[config.mk]
export PLATFORM = sky130hd
export DESIGN_NAME = display_mux_4
export DESIGN_NICKNAME = d
export VERILOG_FILES = /design/src/rtl/display_mux_4.sv
export SDC_FILE = /design/constraint.sdc
export NUM_CORES = 1
export LEC_CHECK = 0
export CAP_MARGIN = 10
export CORE_ASPECT_RATIO = 1.75
export CORE_MARGIN = 2
export CORE_UTILIZATION = 57
export DETAILED_ROUTE_END_ITERATION = 8
export GPL_TIMING_DRIVEN = 0
export HOLD_SLACK_MARGIN = 0.12
export PLACE_DENSITY_LB_ADDON = 0.3
export REMOVE_ABC_BUFFERS = 1
export SLEW_MARGIN = 30
export SYNTH_ARGS = -nofsm -noshare
export SYNTH_HDL_FRONTEND = slang
export SYNTH_SLANG_ARGS = --single-unit
[constraint.sdc]
create_clock -name clk -period 5.5 [get_ports clk]
set_clock_uncertainty 0.05 [all_clocks]
set_input_delay 1.375 -clock clk [delete_from_list [all_inputs] [get_ports clk]]
set_output_delay 1.375 -clock clk [all_outputs]
set_load 0.005 [all_outputs]
[src/rtl/display_mux_4.sv]
// display_mux_4 -- time-multiplexed driver for a 4-digit, active-low 7-segment display.
//
// A prescaler divides the clock into digit slots of CLK_DIV cycles. Each slot begins with
// BLANK_CYC dead cycles, with all anodes off, so the previous digit cannot ghost into the next.
// The four digit patterns are copied into snapshot registers once per frame: on the first edge
// after reset and at the end of the thousands slot. The display therefore never shows a frame
// that mixes old and new data. With LZ_EN set, leading zeros on the upper digits are blanked.
//
// Ports
//   clk        : clock, rising edge
//   rst        : asynchronous reset, active low
//   en         : display enable; when low, the outputs go dark but scanning continues
//   D_un/D_de/D_ce/D_mil : active-low segment patterns, [0:N_out-1] = a..g
//                          (units, tens, hundreds, thousands)
//   seg        : shared active-low segment bus (registered)
//   an         : active-low anodes, an[0] = units .. an[3] = thousands (registered)
//   digit_idx  : current slot index
//   frame_tick : one-cycle pulse in the cycle after each snapshot load
module display_mux_4 #(
    parameter int unsigned      N_out     = 7,
    parameter int unsigned      CLK_DIV   = 50000,
    parameter int unsigned      BLANK_CYC = 500,
    parameter bit               LZ_EN     = 1'b1,
    parameter logic [0:N_out-1] ZERO_PAT  = 7'b0000001
) (
    input  logic             clk,
    input  logic             rst,
    input  logic             en,
    input  logic [0:N_out-1] D_un,
    input  logic [0:N_out-1] D_de,
    input  logic [0:N_out-1] D_ce,
    input  logic [0:N_out-1] D_mil,
    output logic [0:N_out-1] seg,
    output logic [3:0]       an,
    output logic [1:0]       digit_idx,
    output logic             frame_tick
);

    localparam int unsigned      CntW     = (CLK_DIV > 1) ? $clog2(CLK_DIV) : 1;
    localparam logic [CntW-1:0]  CntMax   = CntW'(CLK_DIV - 1);
    localparam logic [CntW-1:0]  BlankEnd = CntW'(BLANK_CYC);
    localparam logic [0:N_out-1] AllOnes  = '1;

    // State
    logic [CntW-1:0]  cnt_q, cnt_d;
    logic [1:0]       idx_q, idx_d;
    logic             first_q;
    logic [0:N_out-1] snap_q [4];
    logic             frame_tick_q;
    logic [3:0]       an_q, an_d;
    logic [0:N_out-1] seg_q, seg_d;

    // Combinational helpers
    logic cnt_wrap;
    logic load;
    logic z1, z2, z3;
    logic blank1, blank2, blank3;
    logic blank_sel;

    // Prescaler and slot index
    always_comb begin
        cnt_wrap = (cnt_q == CntMax);
        cnt_d    = cnt_wrap ? '0 : cnt_q + 1'b1;
        idx_d    = cnt_wrap ? idx_q + 2'd1 : idx_q;
        // The snapshot is taken on the first edge out of reset, and again on the last cycle
        // of the thousands slot, so the new frame starts cleanly at slot 0.
        load     = first_q | (cnt_wrap & (idx_q == 2'd3));
    end

    // Leading-zero suppression works down from the thousands digit. A digit is blanked only
    // if every more-significant digit is blanked too. The units digit is never blanked, so a
    // value of 0 still shows a single "0".
    always_comb begin
        z1     = (snap_q[1] == ZERO_PAT);
        z2     = (snap_q[2] == ZERO_PAT);
        z3     = (snap_q[3] == ZERO_PAT);
        blank3 = LZ_EN && z3;
        blank2 = blank3 && z2;
        blank1 = blank2 && z1;
    end

    always_comb begin
        blank_sel = 1'b0;
        unique case (idx_q)
            2'd0: blank_sel = 1'b0;
            2'd1: blank_sel = blank1;
            2'd2: blank_sel = blank2;
            2'd3: blank_sel = blank3;
            default: blank_sel = 1'b0;
        endcase
    end

    // Next-cycle outputs. The dead cycles at the start of every slot keep all anodes off
    // between two different lit digits.
    always_comb begin
        an_d  = 4'b1111;
        seg_d = AllOnes;
        if (en && (cnt_q >= BlankEnd)) begin
            an_d  = ~(4'b0001 << idx_q);
            seg_d = blank_sel ? AllOnes : snap_q[idx_q];
        end
    end

    always_ff @(posedge clk or negedge rst) begin
        if (!rst) begin
            cnt_q        <= '0;
            idx_q        <= 2'd0;
            first_q      <= 1'b1;
            frame_tick_q <= 1'b0;
            an_q         <= 4'b1111;
            seg_q        <= AllOnes;
            for (int i = 0; i < 4; i++) begin
                snap_q[i] <= AllOnes;
            end
        end else begin
            cnt_q        <= cnt_d;
            idx_q        <= idx_d;
            first_q      <= 1'b0;
            frame_tick_q <= load;
            an_q         <= an_d;
            seg_q        <= seg_d;
            if (load) begin
                snap_q[0] <= D_un;
                snap_q[1] <= D_de;
                snap_q[2] <= D_ce;
                snap_q[3] <= D_mil;
            end
        end
    end

    assign seg        = seg_q;
    assign an         = an_q;
    assign digit_idx  = idx_q;
    assign frame_tick = frame_tick_q;

`ifndef SYNTHESIS
    an_at_most_one_low: assert property (@(posedge clk) disable iff (!rst)
        $countones(~an) <= 1);
`endif

endmodule

Word-level counts from Yosys, hierarchy flattened:

Cells that the tools add are included.

* bits in registers: 59
* word-level logic and storage cells: 38

* eq/ne operators: 7
* shift-type cells: 1
* multiplexer cells: 8
* bitwise operators: 4
* reduce and logical (&&, ||, !) cells: 4
* $add $sub $neg: 2
* magnitude comparators: 2

Operators by type and width (number)
* 7-bit two-way mux: 4
* 7-bit by 1-bit == test with 1-bit output, second input constant: 3
* 16-bit by 1-bit adder with 16-bit output, second input constant: 1
* 16-bit == test, second input constant: 1
* 16-bit by 9-bit >= comparator with 1-bit output, second input constant: 1
* 16-bit two-way mux: 1
* 7-bit binary-select mux with 2-bit select: 1
* 2-bit == test, second input constant: 2
* 4-bit two-way mux: 1
* 4-bit inverter: 1
* 1-bit case mux with 4 select lines: 1
* 1-bit by 2-bit << shifter with 4-bit output, first input constant: 1
* 3-bit >= comparator, second input constant: 1
* 1-bit logical AND: 3
* 2-bit inverter with 3-bit output: 1
* 2-bit by 1-bit adder with 2-bit output, second input constant: 1
* 2-bit by 1-bit == test with 1-bit output, second input constant: 1
* 2-bit zero test: 1
* 1-bit AND: 1
* 1-bit OR: 1

Depth between registers and ports, before layout:

* word-level depth: 6
* mapped depth: 7
* depth with buffers taken out: 6

Least setup slack after synthesis:

No wires, ideal clock.

* kind: reg-to-reg
* start: register idx_q[0], in the netlist digit_idx[0]
* end: register seg_q (netlist bit seg[0])
* stages on the path, launching flop included: 8
* library setup time: 61 ps
* arrival time: 2019 ps
* buffers on the path: 1
* slack: 3371 ps
* cell sequence: dfrtp_1 > clkbuf_1 > inv_1 > ha_1 > nor4b_1 > nand2_1 > nor3_1 > or3_1

* word-level cells in the longest chain between the ends: 6

RTL lines
* start, declared: line 46 `logic [1:0] idx_q, idx_d;`
* start signal, assigned: line 117 `idx_q <= idx_d;`
* 2-bit inverter with 3-bit output (not written as such): line 100 `seg_d = blank_sel ? AllOnes : snap_q[idx_q];`
* 7-bit binary-select mux with 2-bit select: line 100
* 7-bit two-way mux (not written as such) (2 in a row): line 100
* 7-bit two-way mux *: line 100
* 7-bit two-way mux *: line 98 `if (en && (cnt_q >= BlankEnd)) begin`
* named net seg_d (one bit): line 51 `logic [0:N_out-1] seg_q, seg_d;`
* end signal, assigned: line 111 `seg_q <= AllOnes;`
* end signal, assigned: line 121 `seg_q <= seg_d;`
* end, declared: line 51

Mark *: on every way through the listed nets, which the timed path passes. The rest lies on a longest branch. The select of a mux whose other input is x is not followed.
A chain may end at the register's enable or synchronous reset.

Worst setup path after layout:

* start: register idx_q[0], in the netlist digit_idx[0]
* end: output port digit_idx[0]

RTL lines
* end, declared: line 35 `output logic [1:0] digit_idx,`

No word-level cell between the ends.

==> flow_metrics.env <==
export IMPL_num_rows=33
export IMPL_layout_cells_most_common="clkdlybuf4s50_1"
export IMPL_maxSlewViolCount=0
export IMPL_kind_of_end_point_of_the_critical_path="output port"
export IMPL_post_synth_main_area_contributors="dfstp_2 39%, dfrtp_1 18%, mux2_2 7.9%, mux4_2 5.8%, mux2_4 5.0%"
export IMPL_hold_class="reg2reg"
export IMPL_drt_antenna_violating_nets=0
export IMPL_totalWireLength_mm=5.15
export IMPL_postSynth_asyncResetShare_pct=100
export IMPL_worst_slew_pin_slew_ns=0.744
export IMPL_layout_core_utilization_pct=74.2
export IMPL_synth_top_area_share_pct=39.0
export IMPL_regToRegEndpoint="snap_q[23]$_DFFE_PN1P_"
export IMPL_netlist_instances=193
export IMPL_setup_tns_ns=0
export IMPL_antenna_cells_inserted=0
export IMPL_number_of_global_route_vias_before_repair=1808
export IMPL_dp_hpwl_mm=3.65
export IMPL_core_um2=4620
export IMPL_clockBufferDepth=2
export IMPL_netlist_area_um2=2700
export IMPL_design_final_nets=282
export IMPL_cts_repair_resize_count=0
export IMPL_power_static_leakage_nw=1.39
export IMPL_cpMaxStageDelayCell="dfrtp_1"
export IMPL_power_density_cell_area_nw_per_um2=287
export IMPL_type_of_element_launching_the_critical_path="register"
export IMPL_max_cap_violations=0
export IMPL_slew_headroom_pct=50.0
export IMPL_hold_path_startpoint="cnt_q[7]$_DFF_PN0_"
export IMPL_route_vias_total=1703
export IMPL_final_worst_path_period_share_pct=55.8
export IMPL_critPathRequiredTime_ns=4.07
export IMPL_layout_cells_most_common_list="43 x clkdlybuf4s50_1, 40 x dfstp_2, 19 x mux2_2, 19 x dfrtp_1, 13 x clkbuf_8"
export IMPL_grt_max_degree=51
export IMPL_routed_wire_length_per_instance_um=17.1
export IMPL_critPathArrivalTime_ns=1.65
export IMPL_yosysWarningCount=0
export IMPL_die_width_um=56.0
export IMPL_synth_yosys_seq_area_share_pct=56.6
export IMPL_initialDrtViolationCount=66
export IMPL_setup_viol=0
export IMPL_die_area_um2=5320
export IMPL_timing_rr_start="cnt_q[11]$_DFF_PN0_"
export IMPL_rsz0062_at_grt="false"
export IMPL_drcViolationCount=0
export IMPL_gp_routability_congestion=0.834
export IMPL_grt_overflow=0
export IMPL_tritoncts_num_sinks=59
export IMPL_worst_path_largest_cell_delay_ns=0.69
export IMPL_n_fill_cell=313
export IMPL_grt_first_pass_wirelength_mm=8.67
export IMPL_cts_made_buffers=9
export IMPL_cell_chain_of_the_critical_path="clkdlybuf4s50_1"
export IMPL_finalHoldViolCount=0
export IMPL_die_y_um=95.0
export IMPL_max_vdd_ir_drop_v=0.000261
export IMPL_synth_main_ff_cell="dfstp_2"
export IMPL_clkLatencyLatePin_ns=0.33
export IMPL_clock_root_cell="clkbuf_8"
export IMPL_timing_setup_critical_path_class="reg2out"
export IMPL_netlist_cell_type_count=37
export IMPL_hold_path_endpoint="cnt_q[7]$_DFF_PN0_"
export IMPL_cts_tree="done"
export IMPL_grt_usage_pct=22.3
export IMPL_antenna_violations_before_repair=0
export IMPL_synth_seq_cells=59
export IMPL_port_buffer_count=44
export IMPL_critical_path_buffer_and_inverter_count=1
export IMPL_drt_pass1_iter_count=4
export IMPL_postCtsHoldBufs=0
export IMPL_clock_transition_at_the_registers_of_the_reported_paths_ns=0.06
export IMPL_max_freq_mhz=326
export IMPL_post_route_cells_drive_above_1_share_pct=38.2
export IMPL_timing_hold_worst_path_depth=1
export IMPL_timing_critical_path_fanout_max=11
export IMPL_initial_core_util_pct=58.3
export IMPL_yosys_area_top_type="dfstp_2"
export IMPL_syn2layout_area_growth_pct=27.3
export IMPL_r2r_slack_ns=2.84
export IMPL_syn_mean_instance_area_um2=14.0
export IMPL_detailed_place_area_um2=3210
export IMPL_ios=45
export IMPL_vias_per_cell=5.66
export IMPL_critical_path_top_delay_family="flip-flops"
export IMPL_reg2regPathDepth=5
export IMPL_cts_setup_buffers=0
export IMPL_total_power_uw=986
export IMPL_final_cell_area_um2=3430
export IMPL_status="complete, no violations"
export IMPL_synth_enable_flop_cells=0
export IMPL_htreeDepth=3
export IMPL_final_period_minus_worst_setup_slack_ns=3.07
-- worst register-to-register path, cell delays in order, from the launching register on --
cell	delay (ns)
dfrtp_1	0.45
or4_4	0.57
nor4_4	0.71
a21oi_4	0.25
buf_8	0.23
mux2_4	0.31
-- cell type report --
cell class	count	area (µm²)	share of cell area [%]
tap	52	65.1	1.90
inverter	6	22.5	0.657
timing repair buffer	46	480	14.0
multi-input combinational	122	1120	32.6
clock buffer	15	186	5.44
sequential	59	1530	44.5
clock inverter	1	30.0	0.876
-- flip-flops by register name, indices dropped and copies added, names as in the netlist --
name,cells
first_q,1
cnt_q,16
frame_tick,1
digit_idx,2
snap_q,28
seg,7
an,4
-- metrics by stage --
| stage | hold slack [ns] | worst slack, ns | cells |
|---|---|---|---|
| floorplan | 0.416 | 2.32 | 187 |
| global placement | 0.455 | 1.25 | 283 |
| detailed placement | 0.465 | 2.75 | 285 |
| CTS | 0.478 | 2.38 | 301 |
| global route | 0.494 | 2.31 | 301 |
| finish | 0.471 | 2.43 | 301 |
-- metal layers --
metal	track usage, %	wire length [µm]	vias to the layer above
met1	24.4	1890	852
met4	11.5	176	0
met2	38.6	2910	46
li1	-	-	790
met5	0	0	-
met3	6.85	182	15
-- kinds of logic after synthesis --
| kind of cell | share of synthesized area [%] |
|---|---|
| and+or+nand+nor | 12.4 |
| DFF | 56.6 |
| adders and majority gates | 3.25 |
| other | 0.139 |
| muxes | 19.2 |
| buffers and inverters | 2.27 |
| xor gates and xnor gates | 4.22 |
| AOI/OAI and AO/OA | 1.90 |
-- synth_stat cells, types with 6 or more instances --
cell type,number
mux2_4,9
mux2_2,19
dfrtp_1,19
mux4_2,7
ha_1,7
xor2_1,10
nor2_1,9
nand2_1,11
inv_1,6
or3_1,9
dfstp_2,40
-- worst max path at each step --
stage	startpoint	endpoint	slack (ns)	cells past startpoint
global placement	rst	cnt_q[1]$_DFF_PN0_	1.25	1
global route	digit_idx[0]$_DFFE_PN0N_	digit_idx[0]	2.31	1
finish	digit_idx[0]$_DFFE_PN0N_	digit_idx[0]	2.43	1
detailed placement	digit_idx[0]$_DFFE_PN0N_	digit_idx[0]	2.75	1
CTS	digit_idx[0]$_DFFE_PN0N_	digit_idx[0]	2.38	1
floorplan	cnt_q[0]$_DFF_PN0_	snap_q[0]$_DFFE_PN1P_	2.32	5
-- report_power, final --
part	internal, mW	total (mW)	switching [mW]
clock network	0.259	0.419	0.160
registers	0.473	0.490	0.0178
logic	0.0522	0.0761	0.0239
No activity file was read; power rests on OpenSTA's default activity.
